### src/rtl/button_debouncer.sv
// -----------------------------------------------------------------------------
// button_debouncer
//
// Debounces a raw pushbutton pin and turns it into a clean level plus
// single-cycle press / release / long-press events and a press counter.
//
// Parameters
//   DEBOUNCE_CYCLES : consecutive stable cycles needed to accept a level
//                     change (2 .. 2^24-1)
//   LONG_CYCLES     : cycles a debounced press must persist to count as a
//                     long press (> DEBOUNCE_CYCLES, max 2^24-1)
//   ACTIVE_LOW      : 1 = pin reads 0 when pressed, 0 = pin reads 1 when pressed
//
// Ports
//   CLK         in   system clock, sole clock
//   RST_N       in   asynchronous active-low reset (deassertion pre-synchronized)
//   BTN         in   raw asynchronous pushbutton pin
//   BTN_LEVEL   out  debounced state, 1 = pressed regardless of ACTIVE_LOW
//   PRESS       out  one-cycle pulse on accepted press
//   RELEASE     out  one-cycle pulse on accepted release
//   LONG_PRESS  out  one-cycle pulse when a press has lasted LONG_CYCLES
//   PRESS_COUNT out  accepted presses, modulo 256
// -----------------------------------------------------------------------------
module button_debouncer #(
   parameter int unsigned DEBOUNCE_CYCLES = 160000,
   parameter int unsigned LONG_CYCLES     = 16000000,
   parameter bit          ACTIVE_LOW      = 1'b1
) (
   input  logic       CLK,
   input  logic       RST_N,
   input  logic       BTN,
   output logic       BTN_LEVEL,
   output logic       PRESS,
   output logic       RELEASE,
   output logic       LONG_PRESS,
   output logic [7:0] PRESS_COUNT
);

   localparam logic [23:0] DEB_LAST  = 24'(DEBOUNCE_CYCLES - 1);
   localparam logic [23:0] LONG_LAST = 24'(LONG_CYCLES - 1);

   // Raw pin value that corresponds to "released".
   localparam logic SYNC_IDLE = ACTIVE_LOW;

   localparam logic [1:0] RELEASED  = 2'd0;
   localparam logic [1:0] PRESSED   = 2'd1;
   localparam logic [1:0] LONG_HELD = 2'd2;

   logic        sync1;
   logic        sync2;
   logic        sample;
   logic        differ;
   logic        accept;
   logic        rise;
   logic        fall;
   logic [23:0] stab_cnt;

   logic [1:0]  state;
   logic [1:0]  state_nxt;
   logic [23:0] hold_cnt;
   logic [23:0] hold_nxt;
   logic        press_nxt;
   logic        release_nxt;
   logic        long_nxt;

   // ---------------------------------------------------------------------------
   // Two-flop synchronizer; nothing looks at BTN or sync1 directly.
   // ---------------------------------------------------------------------------
   always_ff @(posedge CLK or negedge RST_N) begin
      if (!RST_N) begin
         sync1 <= SYNC_IDLE;
         sync2 <= SYNC_IDLE;
      end else begin
         sync1 <= BTN;
         sync2 <= sync1;
      end
   end

   // Normalized sample: 1 = pressed.
   assign sample = ACTIVE_LOW ? ~sync2 : sync2;

   // ---------------------------------------------------------------------------
   // Stability counter and debounced level.
   // The level flips on the edge where the sample has already differed for
   // DEBOUNCE_CYCLES-1 counted cycles and still differs, giving a total
   // pin-to-level latency of 2 + DEBOUNCE_CYCLES for a clean edge.
   // ---------------------------------------------------------------------------
   assign differ = (sample != BTN_LEVEL);
   assign accept = differ && (stab_cnt == DEB_LAST);
   assign rise   = accept && sample;
   assign fall   = accept && !sample;

   always_ff @(posedge CLK or negedge RST_N) begin
      if (!RST_N) begin
         stab_cnt  <= '0;
         BTN_LEVEL <= 1'b0;
      end else if (!differ) begin
         stab_cnt  <= '0;
      end else if (accept) begin
         stab_cnt  <= '0;
         BTN_LEVEL <= sample;
      end else begin
         stab_cnt  <= stab_cnt + 24'd1;
      end
   end

   // ---------------------------------------------------------------------------
   // Press-tracking FSM.
   // Event pulses are computed from the same rise/fall terms that update
   // BTN_LEVEL, so PRESS/RELEASE land in the same cycle as the level edge.
   // A release always takes priority over the long-press qualification.
   // ---------------------------------------------------------------------------
   always_comb begin
      state_nxt   = state;
      hold_nxt    = hold_cnt;
      press_nxt   = 1'b0;
      release_nxt = 1'b0;
      long_nxt    = 1'b0;
      case (state)
         RELEASED: begin
            hold_nxt = '0;
            if (rise) begin
               state_nxt = PRESSED;
               press_nxt = 1'b1;
            end
         end
         PRESSED: begin
            if (fall) begin
               state_nxt   = RELEASED;
               release_nxt = 1'b1;
               hold_nxt    = '0;
            end else if (hold_cnt == LONG_LAST) begin
               state_nxt = LONG_HELD;
               long_nxt  = 1'b1;
               hold_nxt  = hold_cnt + 24'd1;
            end else begin
               hold_nxt = hold_cnt + 24'd1;
            end
         end
         LONG_HELD: begin
            if (fall) begin
               state_nxt   = RELEASED;
               release_nxt = 1'b1;
               hold_nxt    = '0;
            end else if (hold_cnt != '1) begin
               // Saturates at all-ones; no further long-press events here.
               hold_nxt = hold_cnt + 24'd1;
            end
         end
         default: begin
            state_nxt = RELEASED;
            hold_nxt  = '0;
         end
      endcase
   end

   always_ff @(posedge CLK or negedge RST_N) begin
      if (!RST_N) begin
         state      <= RELEASED;
         hold_cnt   <= '0;
         PRESS      <= 1'b0;
         RELEASE    <= 1'b0;
         LONG_PRESS <= 1'b0;
      end else begin
         state      <= state_nxt;
         hold_cnt   <= hold_nxt;
         PRESS      <= press_nxt;
         RELEASE    <= release_nxt;
         LONG_PRESS <= long_nxt;
      end
   end

   // ---------------------------------------------------------------------------
   // Press counter, wraps naturally at 256.
   // ---------------------------------------------------------------------------
   always_ff @(posedge CLK or negedge RST_N) begin
      if (!RST_N) begin
         PRESS_COUNT <= '0;
      end else if (press_nxt) begin
         PRESS_COUNT <= PRESS_COUNT + 8'd1;
      end
   end

endmodule

### config.mk
export PLATFORM = sky130hd
export DESIGN_NAME = button_debouncer
export DESIGN_NICKNAME = d
export VERILOG_FILES = /design/src/rtl/button_debouncer.sv
export SDC_FILE = /design/constraint.sdc
export NUM_CORES = 1
export LEC_CHECK = 0
export ABC_AREA = 1
export CORE_MARGIN = 2
export CORE_UTILIZATION = 59
export CTS_BUF_LIST = sky130_fd_sc_hd__clkbuf_8
export DETAILED_ROUTE_END_ITERATION = 10
export PLACE_DENSITY = 0.83
export SYNTH_ARGS = -nofsm -noshare
export SYNTH_HDL_FRONTEND = slang
export SYNTH_SLANG_ARGS = --single-unit
export TNS_END_PERCENT = 1
### constraint.sdc
create_clock -name CLK -period 2 [get_ports CLK]
set_input_delay 0.4 -clock CLK [delete_from_list [all_inputs] [get_ports CLK]]
set_output_delay 0.4 -clock CLK [all_outputs]
set_load 0.01 [all_outputs]
After elaboration in Yosys (flattened, before gate mapping)
Cells that the tools add are included.

$add $sub $neg: 3. Equal/unequal tests: 10. Multiplexer cells: 18. Bitwise operators: 1. Reduce and logical (&&, ||, !) cells: 7.

Operator list (number): $mux W24 (5); $add A24 B1 Y24 const B (2); $pmux W24 S2 (1); $eq A24 B18 Y1 const B (1); $eq A24 B24 Y1 const B (1); $ne A24 B24 Y1 const B (1); $add A8 B1 Y8 const B (1); $mux W2 (4); $mux W1 (7); $ne A3 B3 Y1 const B (2); $pmux W2 S3 (1); $ne A2 B2 Y1 const B (2); $logic_and A1 B1 Y1 (3); $reduce_and A3 Y1 (1); $eq A2 B1 Y1 const B (1); $eq A2 B2 Y1 const B (1); $logic_not A2 Y1 (1); $reduce_and A2 Y1 (1); $reduce_or A2 Y1 (1); $ne A1 B1 Y1 (1); $not A1 Y1 (1).

Register bits: 64. Input bits: 3. Output and inout port bits: 12. Word-level logic and storage cells: 49.

Depth between registers and ports, before layout
Depth in word-level cells: 6. Mapped depth: 11. Gate-level depth less buffers: 10.

Worst setup path after synthesis
Ideal clock, no wire load.

Path kind: reg2reg. Start: register stab_cnt[0]. End: register PRESS_COUNT[0]. Library setup time: 127 ps. Data arrival time: 1521 ps. Data required time: 1873 ps. Slack: 352 ps. Stages on the path, launching flop included: 10. Buffers on the path: 0. Clock period less this slack: 1648 ps. Cells stage by stage: dfrtp_1 ha_1 nand2_1 nor2_1 nand2_2 nor2_2 nand3_4 nor2_4 nand2_4 xnor2_2.

Longest elaborated chain between the ends: 5.

Ends and longest elaborated chain: start, declared (line 56) `logic [23:0] stab_cnt;`; start signal, assigned (line 103) `stab_cnt <= stab_cnt + 24'd1;`; $eq A24 B18 Y1 (line 89) `assign accept = differ && (stab_cnt == DEB_LAST);`; $logic_and A1 B1 Y1 (line 89); $logic_and A1 B1 Y1 (line 90) `assign rise = accept && sample;`; $mux W1 (line 122) `if (rise) begin`; $mux W1 (line 119) `case (state)`; end signal, assigned (line 180) `PRESS_COUNT <= PRESS_COUNT + 8'd1;`; end, declared (line 36) `output logic [7:0] PRESS_COUNT`.

No other way between the ends. A chain may end at the register's enable or synchronous reset.

Worst setup path after layout
Start: register hold_cnt[0]. End: register hold_cnt[2].

Longest elaborated chain between the ends: 4. Elaborated cells on any way between the ends: 7. Those cells by class: add/sub (1); eq/ne (2); mux (4).

Ends and longest elaborated chain: start, declared (line 60) `logic [23:0] hold_cnt;`; start signal, assigned (line 166) `hold_cnt <= hold_nxt;`; $add A24 B1 Y24 (line 135, 137, 147); $mux W24 (line 145) `end else if (hold_cnt != '1) begin`; $mux W24 (line 141) `if (fall) begin`; $pmux W24 S2 (line 119).

Parallel ways exist; a longest one is shown, timed or not. The select of a mux whose other input is x is not followed.

==> run metrics <==
outcome=finished clean; final hold violations=0; worst-path cell chain=ha_2 > nand3_1 > inv_2 > nand2_1 > nor2_2 > nand3_2 > nor2_4 > nand3_4 > a21oi_1; Pre-Repair DR Iteration Count=5; Peak VDD IR=0.5263 mV; Worst setup EP type=register; Die Ht=82.94 um; Starting Density=61.72%; final setup vio count=0; Crit path max-delay family=simple AND/OR/NAND/NOR gates; gp weighted congestion=0.9318; Layout Cell Area excl Fill=4214 um^2; Antenna Cells=0; max-slew violations=0; # clock sinks=64; # H-tree levels=3; Slew HR=66.61%; leading area contributor after synthesis=dfrtp_1; first-pass GRT wire length=14,390 um; hold slack=0.04957 ns; Synth Register Bits=64; Worst Path Max Fanout=8; commonest cells in the synthesized netlist=nand2_1 (113), nor2_1 (69), dfrtp_1 (62), nand3_1 (45), inv_1 (39); Max Clock Freq=536.6 MHz; Post-Syn Area per Cell=7.788 um^2; synth unique cells=40; total CTS buffers=9; clk buf depth=2; Area Overhead vs Synth=14.64%; Worst Path Required=2.27 ns; dpl cells=560; critical path class=reg -> reg; sum of buffers and inverters on the critical path=1; RSZ-0062 raised after global routing=true; DIE AREA=6878 um^2; I/O Buffers=14; Arrival @ worst endpoint=2.13 ns; LEAKAGE=0.001902 uW; fin crit share=93.17%; slowest stage cell, crit path=dfrtp_1; PwrDens=599.0 nW/um^2; Cell Area, Synth=3676 um^2; Core Footprint=5956 um^2; largest net degree at the start of global routing=65; most frequent cell after synthesis=nand2_1; Yosys top cell area share=42.21%; share of post-route cells with drive strength above 1=12.67%; All-Layer GR Usage=25.43%; fillers=455; post-route ant nets=0; Worst Skew=0.009846 ns; Root Driver=clkbuf_8; DP Worst Slack=0.05003 ns; number of enable flip-flop cells after synthesis=0; CTS tree=built; post-layout worst setup margin=0.1365 ns; Synth area leaders=dfrtp_1 (42%), nand2_1 (12%), nor2_1 (7.0%); fin util=70.76%; syn_nets=481; Final nets=509; Skew-Pair Late Insertion Delay=0.34 ns; Max stage delay on crit path=0.38 ns; reg-to-reg critical path endpoint=hold_cnt[2]; Synth Flop Type=dfrtp_1; Reg2Reg Depth=9; Max Cap Viol=0; grt total ovfl=0; Tmin final=1.863 ns; antenna violations before repair=0; Slew @ Worst Pin=0.5009 ns; row count=28; Iteration-0 DRC Markers=295; clock-pin slew of the registers on the worst-case setup and hold paths=0.08 ns; via count=3,293; DR WL/cell=14.57 um; DRC=0; Hold Path Class=in -> async; final WL=8449 um; width of the die=82.94 um; Reg2Reg Setup Slack=0.14 ns; reg2reg start=hold_cnt[0]; vias in the first global route=3,150; asr flop ratio synth=100.0%; DR vias/cell=5.678; HPWL Detailed=5865 um; sequential fraction of the synthesis area=43.64%; placed cell areas=3916 um^2; Ports=15; number of warnings issued by yosys=0; CP Launch Type=register; Post-Synthesis Cells=472; Non-Filler Instances=580
## cell usage in the layout, fill, tap and decap left out, types with 2 or more instances in the layout
master           synthesis  final
dfstp_2                  2      2
nor3b_1                  2      2
nand2_1                113    113
a21oi_1                 12     12
inv_1                   39     39
dfrtp_1                 62     62
buf_12                   0      2
nand3b_1                 6      6
clkinv_2                 1      3
clkinvlp_4               0      2
o21ai_0                  3      3
nor2_1                  69     66
or2_2                    2      2
clkdlybuf4s50_1          0     13
nand3_2                  2      3
xnor2_1                  7      7
o21a_1                   2      2
buf_4                    0      6
o21ai_1                 13     13
inv_2                    6      6
nor3_1                  13     13
nand3_1                 45     44
nor2_4                   1      3
clkbuf_8                 0     11
nor2_2                   8      9
ha_1                     6      5
nand3_4                  1      2
nand2_4                  2      2
nand4_1                 16     16
xor2_1                  20     20
## worst reg2reg max path, delay by kind of cell, from the launching register on
| kind | cells | cell delay (ns) |
|---|---|---|
| AO/OA/AOI/OAI | 1 | 0.20 |
| buffers and inverters | 1 | 0.12 |
| flip-flops | 1 | 0.38 |
| adder cells (fa/ha/maj) | 1 | 0.22 |
| AND/OR/NAND/NOR | 6 | 0.85 |
## how the worst max path moves through the flow
| stage | from | to | slack, ns | depth (start not counted) |
|---|---|---|---|---|
| 6_report | hold_cnt[0] | hold_cnt[2] | 0.14 | 9 |
| 5_1_grt | hold_cnt[0] | hold_cnt[0] | -0.04 | 10 |
| 4_1_cts | hold_cnt[0] | hold_cnt[0] | 0.01 | 10 |
| 3_5_place_dp | stab_cnt[0] | stab_cnt[5] | 0.05 | 10 |
| 3_3_place_gp | hold_cnt[0] | hold_cnt[1] | 0.16 | 10 |
| 2_1_floorplan | stab_cnt[0] | PRESS_COUNT[0] | 0.35 | 9 |
## logic make-up (layout without fill, tap and decap cells)
| kind of cell | count (synthesis) | count (layout) | synth area share (%) |
|---|---|---|---|
| buf+inv | 52 | 84 | 5.786 |
| compound gates | 36 | 36 | 5.480 |
| xor+xnor | 28 | 28 | 6.876 |
| fa+ha+maj | 6 | 6 | 2.042 |
| simple gates | 286 | 287 | 36.18 |
| flops | 64 | 64 | 43.64 |
## cell type report
type                    instances  area (um^2)  share of cell area [%]
repair buffers                 22        220.2                   5.226
well taps                      75        93.84                   2.227
inverters                      46        173.9                   4.127
flip-flops and latches         64         1604                   38.06
clock inverters                 5        55.05                   1.306
clock buffers                  11        151.4                   3.593
multi-input cells             357         1916                   45.46
## stage by stage
stage / total power, uW / setup TNS (ns)
after global placement: 1396 / 0
after CTS: 2538 / 0
after detailed placement: 1397 / 0
after floorplan: 1358 / 0
final: 2524 / 0
after global routing: 2620 / -0.1219
## state kept, by name, indices dropped and copies added, names as in the netlist
name,count
hold_cnt,24
stab_cnt,24
PRESS_COUNT,8
state,2
BTN_LEVEL,1
LONG_PRESS,1
PRESS,1
RELEASE,1
sync1,1
sync2,1
## routing by layer
metal,vias up,global-route usage [%],wire length (um)
met5,-,0,0
met4,0,10.43,223
met3,23,4.970,567
met2,148,40.47,4032
met1,1524,34.23,3626
li1,1598,-,-
## where the power goes
part | switching (uW) | total (uW) | internal, uW
Sequential | 6.63 | 1310 | 1300
Combinational | 46.3 | 62.7 | 16.4
Clock | 514 | 1150 | 639
## timing repair
action | in CTS | in global routing
setup endpoints to repair | 0 | 38
resized for setup | 0 | 10
hold endpoints to repair | 0 | 0
setup buffers | 0 | 3
hold buffers | 0 | 0
(Power assumes the default switching activity.)
